## src/rtl/dm_access_pkg.sv

```systemverilog
// dm_access_pkg: shared encodings for the dm_1k load/store sequencer.
// Holds access-size codes, the sequencer state enum and the memory size.
package dm_access_pkg;

    localparam int DEF_ADDR_W = 10;
    localparam int DM_BYTES   = 2 ** DEF_ADDR_W;

    localparam logic [1:0] SZ_BYTE = 2'b00;
    localparam logic [1:0] SZ_HALF = 2'b01;
    localparam logic [1:0] SZ_WORD = 2'b10;
    localparam logic [1:0] SZ_RSVD = 2'b11;

    typedef enum logic [2:0] {
        IDLE,
        RD_ADDR,
        RD_CAP,
        WR,
        RESP
    } state_t;

endpackage

```

## src/rtl/load_extend.sv

```systemverilog
// load_extend: picks the low byte/half/word of a captured memory word and
// sign- or zero-extends it to 32 bits. Word loads pass through unchanged.
module load_extend
    import dm_access_pkg::*;
(
    input  logic [31:0] word,
    input  logic [1:0]  size,
    input  logic        sign_ext,
    output logic [31:0] data
);

    // Select width and fill bits from the access size
    always_comb begin
        data = word;
        case (size)
            SZ_BYTE: data = {{24{sign_ext & word[7]}}, word[7:0]};
            SZ_HALF: data = {{16{sign_ext & word[15]}}, word[15:0]};
            default: data = word;
        endcase
    end

endmodule

```

## src/rtl/dm_access_unit.sv

```systemverilog
// dm_access_unit: load/store sequencer in front of dm_1k (byte addressed,
// little endian, word-only writes). Sub-word stores are read-modify-write.
// Optional macro DM_ALIGN_CHECK_EN: reject misaligned half/word accesses.
module dm_access_unit
    import dm_access_pkg::*;
#(
    parameter int ADDR_W = DEF_ADDR_W,
    parameter int DATA_W = 32
) (
    input  logic              clk,
    input  logic              reset,
    input  logic              req_valid,
    output logic              req_ready,
    input  logic              req_write,
    input  logic [1:0]        req_size,
    input  logic              req_signed,
    input  logic [ADDR_W-1:0] req_addr,
    input  logic [DATA_W-1:0] req_wdata,
    output logic              resp_valid,
    input  logic              resp_ready,
    output logic [DATA_W-1:0] resp_rdata,
    output logic              resp_err,
    output logic [ADDR_W-1:0] dm_addr,
    output logic [DATA_W-1:0] dm_din,
    input  logic [DATA_W-1:0] dm_dout,
    output logic              dm_we
);

    state_t state, state_next;

    logic [ADDR_W-1:0] addr_q;
    logic [1:0]        size_q;
    logic              write_q;
    logic              signed_q;
    logic [DATA_W-1:0] wdata_q;
    logic [DATA_W-1:0] cap_q;
    logic [DATA_W-1:0] rdata_q;
    logic              err_q;

    logic [1:0]        end_off;
    logic [ADDR_W:0]   end_addr;
    logic              misalign;
    logic              acc_err;
    logic              accept;
    logic [DATA_W-1:0] load_data;
    logic [DATA_W-1:0] merged;

    assign accept = (state == IDLE) && req_valid;

    // Last byte touched by the request, with a carry bit to catch overrun
    always_comb begin
        end_off = 2'd0;
        case (req_size)
            SZ_HALF: end_off = 2'd1;
            SZ_WORD: end_off = 2'd3;
            default: end_off = 2'd0;
        endcase
        end_addr = {1'b0, req_addr} + {{(ADDR_W-1){1'b0}}, end_off};
    end

`ifdef DM_ALIGN_CHECK_EN
    // Misaligned half/word accesses are address errors
    always_comb begin
        misalign = ((req_size == SZ_HALF) && req_addr[0]) ||
                   ((req_size == SZ_WORD) && (req_addr[1:0] != 2'b00));
    end
`else
    // dm_1k is byte-granular, so any alignment is accepted
    always_comb begin
        misalign = 1'b0;
    end
`endif

    assign acc_err = end_addr[ADDR_W] || (req_size == SZ_RSVD) || misalign;

    load_extend u_load_extend (
        .word     (dm_dout),
        .size     (size_q),
        .sign_ext (signed_q),
        .data     (load_data)
    );

    // Splice new store data over the captured word for sub-word stores
    always_comb begin
        merged = wdata_q;
        case (size_q)
            SZ_BYTE: merged = {cap_q[31:8], wdata_q[7:0]};
            SZ_HALF: merged = {cap_q[31:16], wdata_q[15:0]};
            default: merged = wdata_q;
        endcase
    end

    // State register; reset drops any in-flight access immediately
    always_ff @(posedge clk or posedge reset) begin
        if (reset) begin
            state <= IDLE;
        end else begin
            state <= state_next;
        end
    end

    // Next-state sequencing and memory-side outputs
    always_comb begin
        state_next = state;
        req_ready  = 1'b0;
        resp_valid = 1'b0;
        dm_we      = 1'b0;
        dm_addr    = '0;
        dm_din     = '0;
        case (state)
            IDLE: begin
                req_ready = 1'b1;
                if (req_valid) begin
                    if (acc_err) begin
                        state_next = RESP;
                    end else if (req_write && (req_size == SZ_WORD)) begin
                        state_next = WR;
                    end else begin
                        state_next = RD_ADDR;
                    end
                end
            end
            RD_ADDR: begin
                dm_addr    = addr_q;
                state_next = RD_CAP;
            end
            RD_CAP: begin
                dm_addr    = addr_q;
                state_next = write_q ? WR : RESP;
            end
            WR: begin
                dm_addr    = addr_q;
                dm_din     = merged;
                dm_we      = 1'b1;
                state_next = RESP;
            end
            RESP: begin
                resp_valid = 1'b1;
                if (resp_ready) begin
                    state_next = IDLE;
                end
            end
            default: state_next = IDLE;
        endcase
    end

    // Request latch at accept, memory word capture at the end of RD_CAP
    always_ff @(posedge clk or posedge reset) begin
        if (reset) begin
            addr_q   <= '0;
            size_q   <= SZ_BYTE;
            write_q  <= 1'b0;
            signed_q <= 1'b0;
            wdata_q  <= '0;
            cap_q    <= '0;
            rdata_q  <= '0;
            err_q    <= 1'b0;
        end else if (accept) begin
            addr_q   <= req_addr;
            size_q   <= req_size;
            write_q  <= req_write;
            signed_q <= req_signed;
            wdata_q  <= req_wdata;
            rdata_q  <= '0;
            err_q    <= acc_err;
        end else if (state == RD_CAP) begin
            cap_q <= dm_dout;
            if (!write_q) begin
                rdata_q <= load_data;
            end
        end
    end

    assign resp_err   = (state == RESP) && err_q;
    assign resp_rdata = (state == RESP) ? rdata_q : '0;

endmodule
```

## config.mk

```make
export PLATFORM = sky130hd
export DESIGN_NAME = dm_access_unit
export DESIGN_NICKNAME = d
export VERILOG_FILES = /design/src/rtl/dm_access_pkg.sv /design/src/rtl/load_extend.sv /design/src/rtl/dm_access_unit.sv
export SDC_FILE = /design/constraint.sdc
export NUM_CORES = 1
export LEC_CHECK = 0
export ABC_AREA = 1
export CORE_MARGIN = 4
export CORE_UTILIZATION = 30
export CTS_BUF_LIST = sky130_fd_sc_hd__clkbuf_16
export CTS_CLUSTER_SIZE = 12
export DETAILED_ROUTE_END_ITERATION = 6
export PLACE_DENSITY_LB_ADDON = 0.05
export SLEW_MARGIN = 20
export SYNTH_ARGS = -nofsm -noshare
export SYNTH_HDL_FRONTEND = slang
export SYNTH_HIERARCHICAL = 1
export SYNTH_SLANG_ARGS = --single-unit
```

## constraint.sdc

```tcl
create_clock -name clk -period 11.9 [get_ports clk]
set_input_delay 3.57 -clock clk [delete_from_list [all_inputs] [get_ports clk]]
set_output_delay 3.57 -clock clk [all_outputs]
set_load 0.01 [all_outputs]
```

==> impl_metrics.yaml <==
detailed_routing:
  drt_pass1_iterations: 4
  dr_total_vias: 4637
  drt_iter0_drc: 224
  drc: 0
  viasPerCell: 4.38
  ant_nets: 0
  wl_per_cell_um: 13.8
  wirelength_um: 14600
sta:
  fin_crit_ns: 6.35
  fmax_mhz: 157
  finClkSkew_ns: 0.00369
  grt_setup_unrepaired: "no"
  worst_pin_slew_ns: 0.948
  worst_slew_margin_rel_pct: 36.6
  slew_violations: 0
  setup_viol: 0
  fin_tns_setup_ns: 0
  period_share_pct: 53.4
  hold_violations: 0
pwr:
  p_leak_uw: 0.00347
  power.density_mw_per_mm2: 211
  vdd_drop_max_mv: 0.0920
clock_network:
  numCtsBuffers: 9
  cts_resized: 0
  htree_num_levels: 3
  cts_tree: "built"
  clockRootBuffer: "clkbuf_16"
  postCtsSetupBuffers: 0
  clk_pin_slew_worst_paths_ns: 0.07
  clockBufferDepth: 2
  postCtsHoldBufs: 0
  cts_sinks: 106
  clock_latency_ns: 0.34
run_status:
  status: "completed"
final_layout:
  fin_area_mm2: 0.00729
  final_common_cell: "nand2_1"
  layout-drive-gt1-share_pct: 7.32
  layout.nets: 914
  fillCellCount: 1785
  final_cell_mix: "221 x nand2_1, 159 x clkdlybuf4s50_1, 105 x dfrtp_1, 104 x inv_1, 90 x o21ai_0"
  area_growth_pct: 34.7
  n_antenna_cell: 0
place:
  portBuffers: 159
  globalplace.congestion: 0.798
  dpl.hpwl_um: 10800
  post_dp_cell_area_mm2: 0.00701
setup_path:
  worstPathRequired_ns: 8.33
  critPathArrivalTime_ns: 2.78
  setup.worst_path.class: "register to output port"
  crit_path_end_kind: "output port"
  max_stage_delay_ns: 0.73
  worst-path-buf-inv: 1
  crit_chain: "nor2_1 > o21ai_0 > a21oi_1 > clkdlybuf4s50_1"
  timing.rr.end: "write_q"
  cp_top_family: "flip-flops"
  slowest_stage: "dfrtp_2"
  start_kind: "register"
  ff2ff_path_depth: 7
  rrSetupSlack_ns: 9.26
  crit_fanout: 60
  r2r-start: "state[2]"
min_path:
  min-delay-start: "wdata_q[31]"
  holdPathStages: 2
  min_to: "wdata_q[31]"
  holdCritPathClass: "register to register"
synthesis:
  seq_area_frac_synth_pct: 49.0
  yosysWarnings: 6
  syn_area_mm2: 0.00541
  syn_inst: 702
  synth_area_per_cell_um2: 7.71
  ys_ff_latch: 106
  syn-num-nets: 787
  synth.distinct_cells: 26
floorplan:
  initial_utilization_pct: 31.0
  die_w_um: 142
  rows: 48
  ioPinCount: 160
  dieArea_mm2: 0.0203
  coreArea_mm2: 0.0175
  die_y_um: 142
global_route:
  grt_max_degree: 67
  grt_pass1_wl_um: 23800
  antenna_found_initial: 0
  grt_usage_pct: 14.7
  overflow: 0
  grt_pass1_vias: 4595
flow_run:
  cap_viol_max_count: 0
## Yosys cell counts (all sizes together)
cell type,count,area (um2)
nor2,60,245
nand3,19,155
o21ai,112,602
nor3,2,32.5
clkbuf,7,26.3
a21oi,11,55.1
dfrtp,106,2650
inv,111,419
nand4,1,6.26
buf,39,280
nand2,230,896
or2,1,6.26
ha,3,37.5
## tightest hold or removal path: stages, from the launching register on
cell and delay (ns):
dfrtp_1 0.35, nand2_1 0.05, nand2_1 0.05
## metal layers
metal	routed length [um]	global-route usage, %	vias to the layer above
li1	-	-	2369
met1	7090	20.9	2130
met2	6290	21.7	123
met3	1020	3.93	15
met4	236	5.05	0
met5	0	0	-
## registers in the layout, summed over array words and instances, names as in the netlist
| name | flops |
|---|---|
| rdata_q | 32 |
| wdata_q | 32 |
| cap_q | 24 |
| addr_q | 10 |
| state | 3 |
| size_q | 2 |
| err_q | 1 |
| signed_q | 1 |
| write_q | 1 |
## cell families after synthesis
family | synth area share (%)
AND/OR/NAND/NOR | 24.8
flip-flops | 49.0
buffers and inverters | 13.4
AO/OA/AOI/OAI | 12.1
adder cells (fa/ha/maj) | 0.693
## how the worst max path moves through the flow
stage,to,slack (ns),from,cells past startpoint
final,dm_din[13],5.55,size_q[1],4
after global routing,dm_din[13],5.29,size_q[1],4
after CTS,dm_din[13],5.53,size_q[1],4
after detailed placement,dm_din[13],5.89,size_q[1],4
after global placement,dm_din[2],6.01,state[0],5
after floorplan,addr_q[0],5.54,reset,1
## through the flow
step                hold slack, ns  total power (uW)  std cells  utilization, %  setup slack (ns)
floorplan                    0.444              1070        702               -              5.54
global placement             0.467              1250       1043            40.1              6.01
CTS                          0.485              1570       1058            41.7              5.53
detailed placement           0.466              1270       1043            40.1              5.89
global route                 0.501              1680       1058            41.7              5.29
finish                       0.480              1540       1058            41.7              5.55
## power by group
part	switching, uW	total [uW]	internal, uW
clock network	131	290	159
registers	95.6	624	528
logic	384	625	241
## cell type report
cell class / count / area, um2 / share of cell area (%)
inverter: 111 / 423 / 5.80
sequential: 106 / 2650 / 36.4
clock buffer: 9 / 225 / 3.09
timing repair buffer: 162 / 1610 / 22.1
tap: 225 / 282 / 3.86
clock inverter: 6 / 50.0 / 0.686
multi-input combinational: 439 / 2040 / 28.0
No activity file was read; power rests on OpenSTA's default activity.
